==> src/rtl/fixed_point_multiplier_seq.sv <==
// Sequential Q(WIDTH-FRAC).FRAC two's-complement multiplier: shift-add, truncate, saturate.
// Latency: done pulses WIDTH+1 clocks after the accepting edge; one product per WIDTH+2 cycles.
// Backpressure: none queued; start is honoured only in IDLE and ignored while busy.
module fixed_point_multiplier_seq #(
    parameter int WIDTH = 16,
    parameter int FRAC  = 8
) (
    input  logic             clk,
    input  logic             rst,
    input  logic             start,
    input  logic [WIDTH-1:0] A,
    input  logic [WIDTH-1:0] B,
    output logic [WIDTH-1:0] result,
    output logic             overflow_flag,
    output logic             busy,
    output logic             done
);

    localparam int ACC_W = 2 * WIDTH;
    localparam int MAG_W = ACC_W - FRAC;
    localparam int CNT_W = (WIDTH > 1) ? $clog2(WIDTH) : 1;

    localparam logic [CNT_W-1:0] LAST_ITER = CNT_W'(WIDTH - 1);
    // Largest positive magnitude and largest negative magnitude representable.
    localparam logic [MAG_W-1:0] POS_LIM   = MAG_W'((64'd1 << (WIDTH - 1)) - 64'd1);
    localparam logic [MAG_W-1:0] NEG_LIM   = MAG_W'(64'd1 << (WIDTH - 1));
    localparam logic [WIDTH-1:0] POS_SAT   = {1'b0, {(WIDTH-1){1'b1}}};
    localparam logic [WIDTH-1:0] NEG_SAT   = {1'b1, {(WIDTH-1){1'b0}}};

    typedef enum logic [1:0] {
        IDLE   = 2'd0,
        RUN    = 2'd1,
        FINISH = 2'd2
    } state_t;

    state_t             state;
    logic               sign;
    logic [WIDTH-1:0]   mag_a;
    logic [WIDTH-1:0]   mag_b;
    logic [ACC_W-1:0]   acc;
    logic [CNT_W-1:0]   cnt;

    logic [WIDTH-1:0]   abs_a;
    logic [WIDTH-1:0]   abs_b;
    logic [ACC_W-1:0]   partial;
    logic [MAG_W-1:0]   mag_full;
    logic [WIDTH-1:0]   mag_lo;
    logic [WIDTH-1:0]   sat_result;
    logic               sat_ovf;

    // Operand magnitudes; the most negative value maps onto its own unsigned pattern.
    always_comb begin
        abs_a = A[WIDTH-1] ? (~A + 1'b1) : A;
        abs_b = B[WIDTH-1] ? (~B + 1'b1) : B;
    end

    // Current shifted multiplicand for the bit of |B| under the counter.
    always_comb begin
        partial = {{WIDTH{1'b0}}, mag_a} << cnt;
    end

    // Truncate the magnitude toward zero, then saturate into the signed result range.
    always_comb begin
        mag_full   = acc[ACC_W-1:FRAC];
        mag_lo     = mag_full[WIDTH-1:0];
        sat_result = '0;
        sat_ovf    = 1'b0;
        if (mag_full == '0) begin
            sat_result = '0;
            sat_ovf    = 1'b0;
        end else if (!sign) begin
            if (mag_full > POS_LIM) begin
                sat_result = POS_SAT;
                sat_ovf    = 1'b1;
            end else begin
                sat_result = mag_lo;
            end
        end else begin
            if (mag_full > NEG_LIM) begin
                sat_result = NEG_SAT;
                sat_ovf    = 1'b1;
            end else begin
                sat_result = ~mag_lo + 1'b1;
            end
        end
    end

    // Control FSM plus datapath registers; outputs are registered and only move at FINISH or reset.
    always_ff @(posedge clk) begin
        if (rst) begin
            state         <= IDLE;
            sign          <= 1'b0;
            mag_a         <= '0;
            mag_b         <= '0;
            acc           <= '0;
            cnt           <= '0;
            result        <= '0;
            overflow_flag <= 1'b0;
            busy          <= 1'b0;
            done          <= 1'b0;
        end else begin
            done <= 1'b0;
            unique case (state)
                IDLE: begin
                    busy <= start;
                    if (start) begin
                        sign  <= A[WIDTH-1] ^ B[WIDTH-1];
                        mag_a <= abs_a;
                        mag_b <= abs_b;
                        acc   <= '0;
                        cnt   <= '0;
                        state <= RUN;
                    end
                end
                RUN: begin
                    if (mag_b[cnt]) begin
                        acc <= acc + partial;
                    end
                    if (cnt == LAST_ITER) begin
                        state <= FINISH;
                    end else begin
                        cnt <= cnt + 1'b1;
                    end
                end
                FINISH: begin
                    result        <= sat_result;
                    overflow_flag <= sat_ovf;
                    done          <= 1'b1;
                    state         <= IDLE;
                end
                default: begin
                    state <= IDLE;
                    busy  <= 1'b0;
                end
            endcase
        end
    end

endmodule

==> config.mk <==
export PLATFORM = sky130hd
export DESIGN_NAME = fixed_point_multiplier_seq
export DESIGN_NICKNAME = d
export VERILOG_FILES = /design/src/rtl/fixed_point_multiplier_seq.sv
export SDC_FILE = /design/constraint.sdc
export NUM_CORES = 1
export LEC_CHECK = 0
export BUFFER_PORTS_ARGS = -buffer_cell sky130_fd_sc_hd__buf_4
export CAP_MARGIN = 30
export CORE_MARGIN = 1.5
export CORE_UTILIZATION = 66
export CTS_BUF_LIST = sky130_fd_sc_hd__clkbuf_8 sky130_fd_sc_hd__clkbuf_16
export DETAILED_ROUTE_END_ITERATION = 10
export PLACE_DENSITY = 0.9
export SETUP_SLACK_MARGIN = 0.4
export SLEW_MARGIN = 25
export SYNTH_ARGS = -nofsm -noshare
export SYNTH_HDL_FRONTEND = slang
export SYNTH_SLANG_ARGS = --single-unit
==> constraint.sdc <==
create_clock -name clk -period 12.6 [get_ports clk]
set_input_delay 1.26 -clock clk [delete_from_list [all_inputs] [get_ports clk]]
set_output_delay 1.26 -clock clk [all_outputs]
set_load 0.01 [all_outputs]
After elaboration in Yosys (flattened, before gate mapping)
Index checks and enable logic that the tools add are counted.
Widths: inputs -> output; s select.
{"block": "classes", "bitwise": 4, "n_reduce_logical": 8, "n_shift": 1, "add_sub_neg": 5, "magnitude_cmp": 3, "n_eq_ne": 7, "mux": 23}
{"op": "$mux 16", "n": 6}
{"op": "$mux 32", "n": 2}
{"op": "$pmux 32 s2", "n": 1}
{"op": "$add 16x1->16 const B", "n": 3}
{"op": "$not 16->16", "n": 3}
{"op": "$add 32x32->32", "n": 1}
{"op": "$shl 16x4->32", "n": 1}
{"op": "$gt 24x15->1 const B", "n": 1}
{"op": "$gt 24x16->1 const B", "n": 1}
{"op": "$logic_not 24->1", "n": 1}
{"op": "$mux 4", "n": 2}
{"op": "$ne 2x2->1 const B", "n": 4}
{"op": "$pmux 4 s2", "n": 1}
{"op": "$mux 1", "n": 6}
{"op": "$reduce_and 3->1", "n": 2}
{"op": "$lt 4x5->1 const B", "n": 1}
{"op": "$add 4x1->4 const B", "n": 1}
{"op": "$bmux 1 s4", "n": 1}
{"op": "$eq 4x4->1 const B", "n": 1}
{"op": "$mux 2", "n": 2}
{"op": "$pmux 2 s2", "n": 1}
{"op": "$reduce_and 2->1", "n": 2}
{"op": "$eq 2x1->1 const B", "n": 1}
{"op": "$eq 2x2->1 const B", "n": 1}
{"op": "5 further kinds", "n": 5}
{"block": "totals", "regBits": 90, "input_bits": 35, "word_cells": 61, "out_inout_bits": 19}

Longest topological paths before layout
Gate-level depths: netlist (run 1).
{"block": "depth", "depth_word": 5, "ltp_mapped": 18, "depth_no_buf": 16}

Worst setup path after synthesis (run 1)
No wires, ideal clock.
{"block": "synth_timing", "kind": "flip-flop to flip-flop", "startpoint": "register cnt[1]", "endpoint": "register acc[25]", "stages_incl_launch_ff": 17, "path_buffers": 4, "setup_ps": 117, "arrival_time_ps": 3872, "required_time_ps": 12483, "period_less_slack_ps": 3989, "path_slack_ps": 8611, "cell_sequence": "dfxtp_1 -> buf_2 -> buf_1 -> clkbuf_1 -> mux4_2 -> mux2i_1 -> mux2i_1 -> ha_1 -> clkbuf_1 -> a21o_1 -> a21o_1 -> a21o_1 -> or3b_2 -> a21oi_1 -> nor2_1 -> xor2_1 -> a22o_1"}
{"block": "synth_between", "elab_chain_cells": 4, "elab_cells_between_ends": 8, "cone_classes": "add/sub (1); eq/ne (1); shift (1); mux (4); reduce/logical (1)"}
{"element": "from (decl)", "line": "41", "text": "logic [CNT_W-1:0] cnt;"}
{"element": "from (signal assigned)", "line": "122", "text": "cnt <= cnt + 1'b1;"}
{"element": "$shl 16x4->32 or $bmux 1 s4 (tied branches)", "line": "59, 116"}
{"element": "$add 32x32->32 or $mux 1 (tied branches)", "line": "117, 116"}
{"element": "$mux 32 or $ne 2x2->1 (tied branches)"}
{"element": "$pmux 32 s2 or $reduce_and 3->1 (tied branches)"}
{"element": "to (signal assigned)", "line": "117", "text": "acc <= acc + partial;"}
{"element": "to (decl)", "line": "40", "text": "logic [ACC_W-1:0] acc;"}
Parallel ways exist; a longest one is shown, timed or not. The select of a mux whose other input is x is not followed.
A chain may end at the register's enable or synchronous reset.

Final worst setup path (run 1)
{"block": "layout_timing", "startpoint": "register cnt[0]", "endpoint": "register acc[25]"}
Same word-level chain as after synthesis.

==> key figures, run 1 <==
Run status
  – Outcome: finished clean

STA
  – Final setup viols: 0
  – Final worst slack: 8.360 ns
  – Fin. Hold Viols: 0
  – Tmin final: 4.240 ns
  – Fmax: 235.9 MHz
  – Worst Clk Skew: 0.008860 ns
  – Setup TNS: 0 ns
  – Final Cycle Share: 0.3365
  – Relative slew slack: 0.3714
  – RSZ-0062 raised after global routing: false
  – Slew @ Worst Pin: about 0.94 ns
  – Slew Viols, Final: 0

Clock network
  – CTS max path bufs: 2
  – Hold buffers post-CTS: 0
  – H-Tree Depth: 3
  – Cts repair resizes: 0
  – # clock sinks: 90
  – Reg clk slew, reported paths: 0.09 ns
  – CTS tree: done
  – # Post-CTS Setup Buffers: 0
  – Cts bufs inserted: 9
  – Root buffer selected by CTS: clkbuf_8
  – Clock Latency Late Sink: about 0.39 ns

Pwr
  – Static leakage: just over 3 nW
  – PwrDens: 93.81 nW/um^2
  – Max VDD drop: 0.00006388 V

Placed design
  – Place WS: ~8.5 ns
  – HPWL after DPL: 12,890 microns
  – Global placement routability congestion: 0.9204
  – IO buf count: 53

Worst setup path
  – Critical Path Start Type: flop
  – Crit path required time: 12.88 ns
  – R2R Setup Slk: 8.36 ns
  – CP Cell Sequence: inv_1, nor2_1, a21oi_1, nor2b_1, a31oi_1, nor2_1, ha_1, a211oi_1, o211ai_1, o21ai_0, o221ai_1, a21oi_1, nor2_1, xor2_1, a22o_1
  – Crit-path max FO: 15
  – Most common cell on crit path: nor2_1
  – Crit Reg-Reg Startpoint: cnt[0]$_SDFFE_PP0P_
  – Crit path DAT: 4.52 ns
  – CP endpoint kind: flop
  – Crit-path slowest cell: dfxtp_1
  – Reg2reg end: acc[25]$_SDFFE_PP0P_
  – Crit path largest cell delay: ~0.7 ns
  – CP top delay family: compound AO/OA/AOI/OAI gates
  – Worst Reg2Reg Path Length in Cells: 15
  – Setup CP Type: reg -> reg
  – Buf+Inv Stages, Crit Path: 1

Floorplanning
  – Die height: about 100 microns
  – Die width: about 100 microns
  – DIE AREA: 10,810 sq um
  – IO Count: 54
  – Core area: 9819 sq um
  – Initial Util: 0.6855
  – Row Count: 36

Final layout
  – Share of post-route cells with drive strength above 1: 0.1303
  – Ant diodes: 0
  – Nets: around 960
  – Syn-to-layout area delta: 9.665%

Synthesis
  – Mapped Area: 6731 sq um
  – Main flop type after synthesis: dfxtp_1
  – #FFs+latches synth: 90
  – Synthesized instance count: 865
  – Sequential-to-total area share from yosys stat: 0.2677
  – Ranking of synthesized cells by area: dfxtp_1 27%, ha_1 7.1%, a21oi_1 6.2%
  – Synth unique cells: 64
  – Synth top area share: 0.2677
  – Syn. warnings: 0
  – Dominant cell type by area after synthesis: dfxtp_1
  – EDFF count, synth: 0
  – Syn Nets: 939
  – Share of synthesized flip-flops with an asynchronous set or reset: 0
  – Synth Area per Inst: 7.782 sq um

GRT
  – Grt met1 use: 0.3880
  – Largest net degree at the start of global routing: 70
  – Vias in the first global route: 6,066
  – First-pass GRT wire length: approximately 28,000 microns
  – Routing usage on met3: 0.04574
  – GRT busiest layer: met2
  – Antenna violations before repair: 0
  – GRT met2 Usage: 0.5407
  – GRT Util Overall: 0.3148
  – Total grt overflow: 0

Drt
  – Final antenna-violating net count: 0
  – Initial DRT Pass Iterations: 5
  – Vias per Instance: 6.327
  – Avg WL per Cell: 16.71 microns
  – Initial DRC count: 423
  – Vias: approximately 6,500
  – Drt total wl: 17,090 microns
  – Number of remaining DRC errors: 0

Hold path
  – Worst hold path depth: 2
  – Worst Hold Class: reg -> reg
  – Hold EP: result[4]$_SDFFE_PP0P_
  – Hold Startpoint: result[4]$_SDFFE_PP0P_

Job
  – Max Cap Viol: 0
[cell usage after synthesis (3+ instances only)]
library cell	count
nand2_1	98
dfxtp_1	90
nor2_1	88
a21oi_1	83
o21ai_0	48
a211oi_1	38
ha_1	38
clkbuf_1	34
xor2_1	30
nand3_1	24
xnor2_1	24
inv_1	23
nor3_1	21
a21o_1	19
mux2i_1	19
nand2b_1	13
o21ai_1	12
mux4_2	10
o31ai_1	10
buf_1	9
mux2_2	9
nor2b_1	9
o22ai_1	9
o21a_1	8
or2_2	8
a31oi_1	7
a22oi_1	6
nand4_1	6
o41ai_1	5
and2_1	4
and3_1	4
buf_2	4
nor4_1	4
or3_1	4
a32o_1	3
nand3b_1	3
o211ai_1	3
o21bai_1	3
[final cells by class]
class	count	area [sq um]
clock inverter	7	118.9
tap	133	166.4
clock buffer	9	123.9
multi-input combinational	702	4644
fill	769	2437
sequential	90	1803
timing repair buffer	58	435.4
inverter	24	90.09
[cell usage in the layout (no fill, tap or decap), types with 4 or more instances in the layout]
cell type and n:
o31ai_1 10, a22oi_1 6, buf_4 58, nor2_1 88, ha_1 38, xnor2_1 24
xor2_1 30, a211oi_1 38, nand4_1 6, a21o_1 19, mux4_2 10, or3_1 4
nor2b_1 9, nand2_1 98, o41ai_1 5, dfxtp_1 89, nand3_1 24, clkbuf_8 9
o22ai_1 9, o21ai_0 48, mux2_2 9, a31oi_1 7, and3_1 4, nand2b_1 13
o21a_1 8, o21ai_1 12, nor4_1 4, a21oi_1 83, mux2i_1 19, or2_2 8
inv_1 24, nor3_1 21
[tightest hold or removal path: cells and delay by family, from the launching register on]
family	cells	cell delay, ns
DFF	1	0.32
AOI/OAI and AO/OA	1	0.05
and+or+nand+nor	1	0.05
[per-stage QoR]
stage	util	power, mW	hold slack (ns)	instances	cell area [sq um]
after floorplan	-	0.4151	0.4287	865	6731
after global placement	0.7269	0.4474	0.4378	1007	7138
after detailed placement	0.7269	0.4543	0.4497	1007	7138
after CTS	0.7517	0.6896	0.4623	1023	7381
after global routing	0.7518	0.7197	0.4863	1023	7382
final	0.7518	0.6925	0.4591	1023	7382
[power breakdown]
group,switching [mW],leakage [nW],internal (mW)
logic,0.0877,2.18,0.0566
clock network,0.110,0.121,0.132
registers,0.0107,0.733,0.296
total,0.208,3.03,0.484
[per-layer routing]
| metal | vias up | part of all wire | wire length (microns) |
|---|---|---|---|
| met5 | - | 0 | 0 |
| met4 | 0 | 0.034 | 583 |
| met3 | 55 | 0.058 | 987 |
| met2 | 276 | 0.49 | 8343 |
| met1 | 2963 | 0.42 | 7176 |
| li1 | 3179 | - | - |
[state kept, by name, indices dropped and copies added (netlist names)]
signal,cells
overflow_flag,1
mag_b,16
done,1
state,2
busy,1
sign,1
acc,32
cnt,4
mag_a,16
result,16
[worst max-delay path by stage]
stage | from | end | slack, ns | depth (start not counted)
6_report | cnt[0]$_SDFFE_PP0P_ | acc[25]$_SDFFE_PP0P_ | 8.36 | 15
5_1_grt | cnt[0]$_SDFFE_PP0P_ | acc[25]$_SDFFE_PP0P_ | 7.96 | 15
4_1_cts | cnt[0]$_SDFFE_PP0P_ | acc[25]$_SDFFE_PP0P_ | 8.42 | 15
3_5_place_dp | cnt[0]$_SDFFE_PP0P_ | acc[25]$_SDFFE_PP0P_ | 8.46 | 15
3_3_place_gp | cnt[0]$_SDFFE_PP0P_ | acc[29]$_SDFFE_PP0P_ | 8.60 | 13
2_1_floorplan | cnt[1]$_SDFFE_PP0P_ | acc[25]$_SDFFE_PP0P_ | 8.61 | 16
[cell families (layout without fill, tap and decap cells)]
group,Yosys count,count (layout),share of synthesized area
adders and majority gates,39,39,0.07361
AOI/OAI and AO/OA,269,269,0.2552
and+or+nand+nor,302,302,0.2139
buffers and inverters,73,98,0.04256
muxes,38,38,0.07677
xor gates and xnor gates,54,54,0.07026
DFF,90,90,0.2677
No activity file was read; power rests on OpenSTA's default activity.
==> inputs of run 2 (changes only) <==
--- a/config.mk
+++ b/config.mk
@@ -5,13 +5,14 @@
 export SDC_FILE = /design/constraint.sdc
 export NUM_CORES = 1
 export LEC_CHECK = 0
+export ABC_AREA = 1
 export BUFFER_PORTS_ARGS = -buffer_cell sky130_fd_sc_hd__buf_4
 export CAP_MARGIN = 30
 export CORE_MARGIN = 1.5
-export CORE_UTILIZATION = 66
+export CORE_UTILIZATION = 56
 export CTS_BUF_LIST = sky130_fd_sc_hd__clkbuf_8 sky130_fd_sc_hd__clkbuf_16
 export DETAILED_ROUTE_END_ITERATION = 10
-export PLACE_DENSITY = 0.9
+export PLACE_DENSITY = 0.81
 export SETUP_SLACK_MARGIN = 0.4
 export SLEW_MARGIN = 25
 export SYNTH_ARGS = -nofsm -noshare
==> constraint.sdc (replaced) <==
create_clock -name clk -period 3.7 [get_ports clk]
set_input_delay 0.37 -clock clk [delete_from_list [all_inputs] [get_ports clk]]
set_output_delay 0.37 -clock clk [all_outputs]
set_load 0.01 [all_outputs]
==> run 2 against run 1 <==
Against the previous run: sequential power increased to 3.4 times the previous value; area after synthesis increased by 20%; die area increased by 40%; flip-flop and latch count unchanged; via count increased by 34%; routed wire length increased by 27%; critical endpoint is now acc[29]$_SDFFE_PP0P_; largest cell class unchanged.
==> key figures, run 2 <==
Run status
  – Outcome: finished clean (unchanged)

Worst setup path
  – Setup CP Type: reg -> reg (unchanged)
  – Most common cell on crit path: nand2_1 (was nor2_1)
  – Crit path required time: 3.99 ns (was 12.88 ns)
  – WP depth: 20 (was 15)
  – CP Cell Sequence: buf_4, buf_6, o21ai_0, nor2_1, a31oi_1, nand2_1, nand2_1, o21ai_0, ha_1, nand2_1, inv_1, nand2_1, nand2_1, nand2_1, nand2_1, a21oi_1, nand2_1, nand2_1, nand3_2, a21oi_2 (was inv_1, nor2_1, a21oi_1, nor2b_1, a31oi_1, nor2_1, ha_1, a211oi_1, o211ai_1, o21ai_0, o221ai_1, a21oi_1, nor2_1, xor2_1, a22o_1)
  – CP top delay family: simple AND/OR/NAND/NOR gates (was compound AO/OA/AOI/OAI gates)
  – Crit-path max FO: 18 (was 15)
  – Crit path DAT: 3.31 ns (was 4.52 ns)
  – Critical Path Start Type: flop (unchanged)
  – Buf+Inv Stages, Crit Path: 3 (was 1)
  – CP endpoint kind: flop (unchanged)
  – Crit-path slowest cell: ha_1 (was dfxtp_1)
  – Crit path largest cell delay: 0.37 ns (was 0.70 ns)
  – Worst Reg2Reg Path Length in Cells: 20 (was 15)

Final layout
  – Nets: 1,498 (was 959)
  – Seq. cell area: 1803 sq um (unchanged)
  – Biggest register: acc (unchanged)
  – Fill cells: 1,409 (was 769)
  – Max reg flops: 32 (unchanged)
  – Most frequent cells in the layout: 460 x nand2_1, 210 x inv_1, 131 x nor2_1, 89 x dfxtp_1, 86 x a21oi_1 (was 98 x nand2_1, 89 x dfxtp_1, 88 x nor2_1, 83 x a21oi_1, 58 x buf_4)
  – Ant diodes: 0 (unchanged)
  – Share of post-route cells with drive strength above 1: 0.1015 (was 0.1303)
  – Area of the multi-input gates: 5235 sq um (was 4644 sq um)
  – Commonest non-fill, non-tap cell in the layout: nand2_1 (unchanged)
  – Syn-to-layout area delta: 9.571% (was 9.665%)

Placed design
  – Place WS: 0.6117 ns (was 8.459 ns)
  – HPWL after DPL: 16,820 microns (was 12,890 microns)
  – Global placement routability congestion: 0.9734 (was 0.9204)
  – IO buf count: 53 (unchanged)

STA
  – Slew Viols, Final: 0 (unchanged)
  – RSZ-0062 raised after global routing: true (was false)
  – Setup TNS: 0 ns (unchanged)
  – Relative slew slack: 0.3647 (was 0.3714)
  – Worst Clk Skew: 0.007514 ns (was 0.008860 ns)
  – Tmin final: 3.028 ns (was 4.240 ns)
  – Slew @ Worst Pin: 0.9494 ns (was 0.9429 ns)
  – Fin. Hold Viols: 0 (unchanged)
  – Final setup viols: 0 (unchanged)
  – Final worst slack: 0.6720 ns (was 8.360 ns)
  – Final Cycle Share: 0.8184 (was 0.3365)
  – Fmax: 330.3 MHz (was 235.9 MHz)

Pwr
  – Clock network fraction of total power: 0.356 (was 0.349)
  – Switching share of power: 0.3261 (was 0.3008)
  – PwrDens: 292.8 nW/um^2 (was 93.81 nW/um^2)
  – Logic pwr share: 0.243 (was 0.208)
  – Seq pwr share: 0.401 (was 0.443)
  – Psw: 0.8454 mW (was 0.2083 mW)
  – Int Power: 1.747 mW (was 0.4842 mW)
  – Max VDD drop: 0.0002351 V (was 0.00006388 V)
  – Tot Pwr: 2.592 mW (was 0.6925 mW)
  – Static leakage: 4.642 nW (was 3.031 nW)

GRT
  – GRT Util Overall: 0.2960 (was 0.3148)
  – Total grt overflow: 0 (unchanged)
  – Antenna violations before repair: 0 (unchanged)
  – Vias in the first global route: 7,683 (was 6,066)
  – First-pass GRT wire length: 35,820 microns (was 27,920 microns)
  – Largest net degree at the start of global routing: 54 (was 70)

Drt
  – Avg WL per Cell: 13.49 microns (was 16.71 microns)
  – Initial DRC count: 688 (was 423)
  – Number of remaining DRC errors: 0 (unchanged)
  – Vias per Instance: 5.384 (was 6.327)
  – Drt total wl: 21,690 microns (was 17,090 microns)
  – Initial DRT Pass Iterations: 5 (unchanged)
  – Final antenna-violating net count: 0 (unchanged)
  – Vias: 8,657 (was 6,473)

Floorplanning
  – IO Count: 54 (unchanged)
  – Die width: 123.1 microns (was 104.0 microns)
  – DIE AREA: 15,160 sq um (was 10,810 sq um)
  – Row Count: 43 (was 36)
  – Die height: 123.1 microns (was 104.0 microns)
  – Initial Util: 0.5775 (was 0.6855)
  – Core area: 13,990 sq um (was 9819 sq um)

Clock network
  – Cts bufs inserted: 9 (unchanged)
  – Clock Latency Late Sink: 0.35 ns (was 0.39 ns)
  – CTS tree: done (unchanged)
  – Reg clk slew, reported paths: 0.06 ns (was 0.09 ns)
  – Root buffer selected by CTS: clkbuf_16 (was clkbuf_8)
  – H-Tree Depth: 3 (unchanged)
  – CTS max path bufs: 2 (unchanged)
  – # clock sinks: 90 (unchanged)
  – Hold buffers post-CTS: 0 (unchanged)

Synthesis
  – Synth unique cells: 47 (was 64)
  – Top-count cell post-synth: nand2_1 (unchanged)
  – Synth Area per Inst: 5.804 sq um (was 7.782 sq um)
  – Syn Nets: 1,466 (was 939)
  – Ranking of synthesized cells by area: dfxtp_1 22%, nand2_1 21%, inv_1 9.8% (was dfxtp_1 27%, ha_1 7.1%, a21oi_1 6.2%)
  – Synth top area share: 0.2230 (was 0.2677)
  – Share of synthesized flip-flops with an asynchronous set or reset: 0 (unchanged)
  – Sequential-to-total area share from yosys stat: 0.2230 (was 0.2677)
  – Syn. warnings: 0 (unchanged)
  – Synthesized instance count: 1,392 (was 865)
  – Mapped Area: 8079 sq um (was 6731 sq um)
  – Dominant cell type by area after synthesis: dfxtp_1 (unchanged)
  – EDFF count, synth: 0 (unchanged)
  – Main flop type after synthesis: dfxtp_1 (unchanged)
  – #FFs+latches synth: 90 (unchanged)
  – Top cells by count, synth: 461 x nand2_1, 210 x inv_1, 135 x nor2_1 (was 98 x nand2_1, 90 x dfxtp_1, 88 x nor2_1)

Job
  – Max Cap Viol: 0 (unchanged)

Hold path
  – Worst hold path depth: 3 (was 2)
  – Worst Hold Class: in -> reg (was reg -> reg)
==> run 2: cell count changes in the layout (fill, tap and decap cells not counted), sizes merged, moves of 16 or more <==
cell,delta
nand2,+373
nor2,+48
inv,+194
a21o,-19
mux2i,-16
a21oi,+22
nand3,+70
a211oi,-36
o21ai,+17
==> run 2: timing repair <==
action	CTS	global route
setup endpoints to repair	0	20
buffers inserted	0	1
gates resized for setup	0	14
==> run 2: cell families (layout without fill, tap and decap cells) <==
kind of cell / Yosys count / after routing / synth area share
and+or+nand+nor: 758 / 758 / 0.3979
buffers and inverters: 260 / 296 / 0.1315
AOI/OAI and AO/OA: 214 / 214 / 0.1522
DFF: 90 / 90 / 0.2230
adders and majority gates: 39 / 39 / 0.06133
xor gates and xnor gates: 28 / 28 / 0.03036
muxes: 3 / 3 / 0.003717
==> run 2: path summary, 6_finish.rpt <==
kind | start | to | slack (ns)
max | cnt[0]$_SDFFE_PP0P_ | acc[29]$_SDFFE_PP0P_ | 0.67
max reg2reg | cnt[0]$_SDFFE_PP0P_ | acc[29]$_SDFFE_PP0P_ | 0.67
min reg2reg | mag_b[0]$_SDFFE_PP0P_ | mag_b[0]$_SDFFE_PP0P_ | 0.46
min | A[0] | mag_a[0]$_SDFFE_PP0P_ | 0.32
==> run 2: worst reg2reg max path: cells and delay by family, from the launching register on <==
family / cells / cell delay [ns]
simple gates: 11 / 0.94
buf+inv: 3 / 0.43
flops: 1 / 0.32
compound gates: 5 / 0.91
fa+ha+maj: 1 / 0.37
==> run 2: metal layers <==
metal	track usage	share of wire
met2	0.4795	0.45
met5	0	0
met1	0.3884	0.45
met3	0.04428	0.067
met4	0.1358	0.036
==> run 2: layout make-up <==
| type | count | share of cell area |
|---|---|---|
| multi-input combinational | 1042 | 0.5914 |
| sequential | 90 | 0.2037 |
| inverter | 219 | 0.09371 |
| timing repair buffer | 62 | 0.05300 |
| clock buffer | 9 | 0.02544 |
| tap | 180 | 0.02544 |
| clock inverter | 6 | 0.007350 |
==> run 2: through the flow <==
step	cells	instance area, sq um	utilization	hold slack, ns
after floorplan	1392	8079	-	0.4297
after detailed placement	1592	8529	0.6098	0.4516
final	1608	8852	0.6328	0.3170
after global routing	1608	8852	0.6328	0.3195
after CTS	1607	8820	0.6305	0.3130
after global placement	1592	8529	0.6098	0.4426
==> run 2: power groups by stage <==
stage,Sequential (mW),Clock [mW],Combinational (mW)
floorplan,1.05,0,0.472
global placement,1.06,0,0.600
detailed placement,1.06,0,0.607
CTS,1.04,0.937,0.611
global route,1.04,0.978,0.709
finish,1.04,0.924,0.630
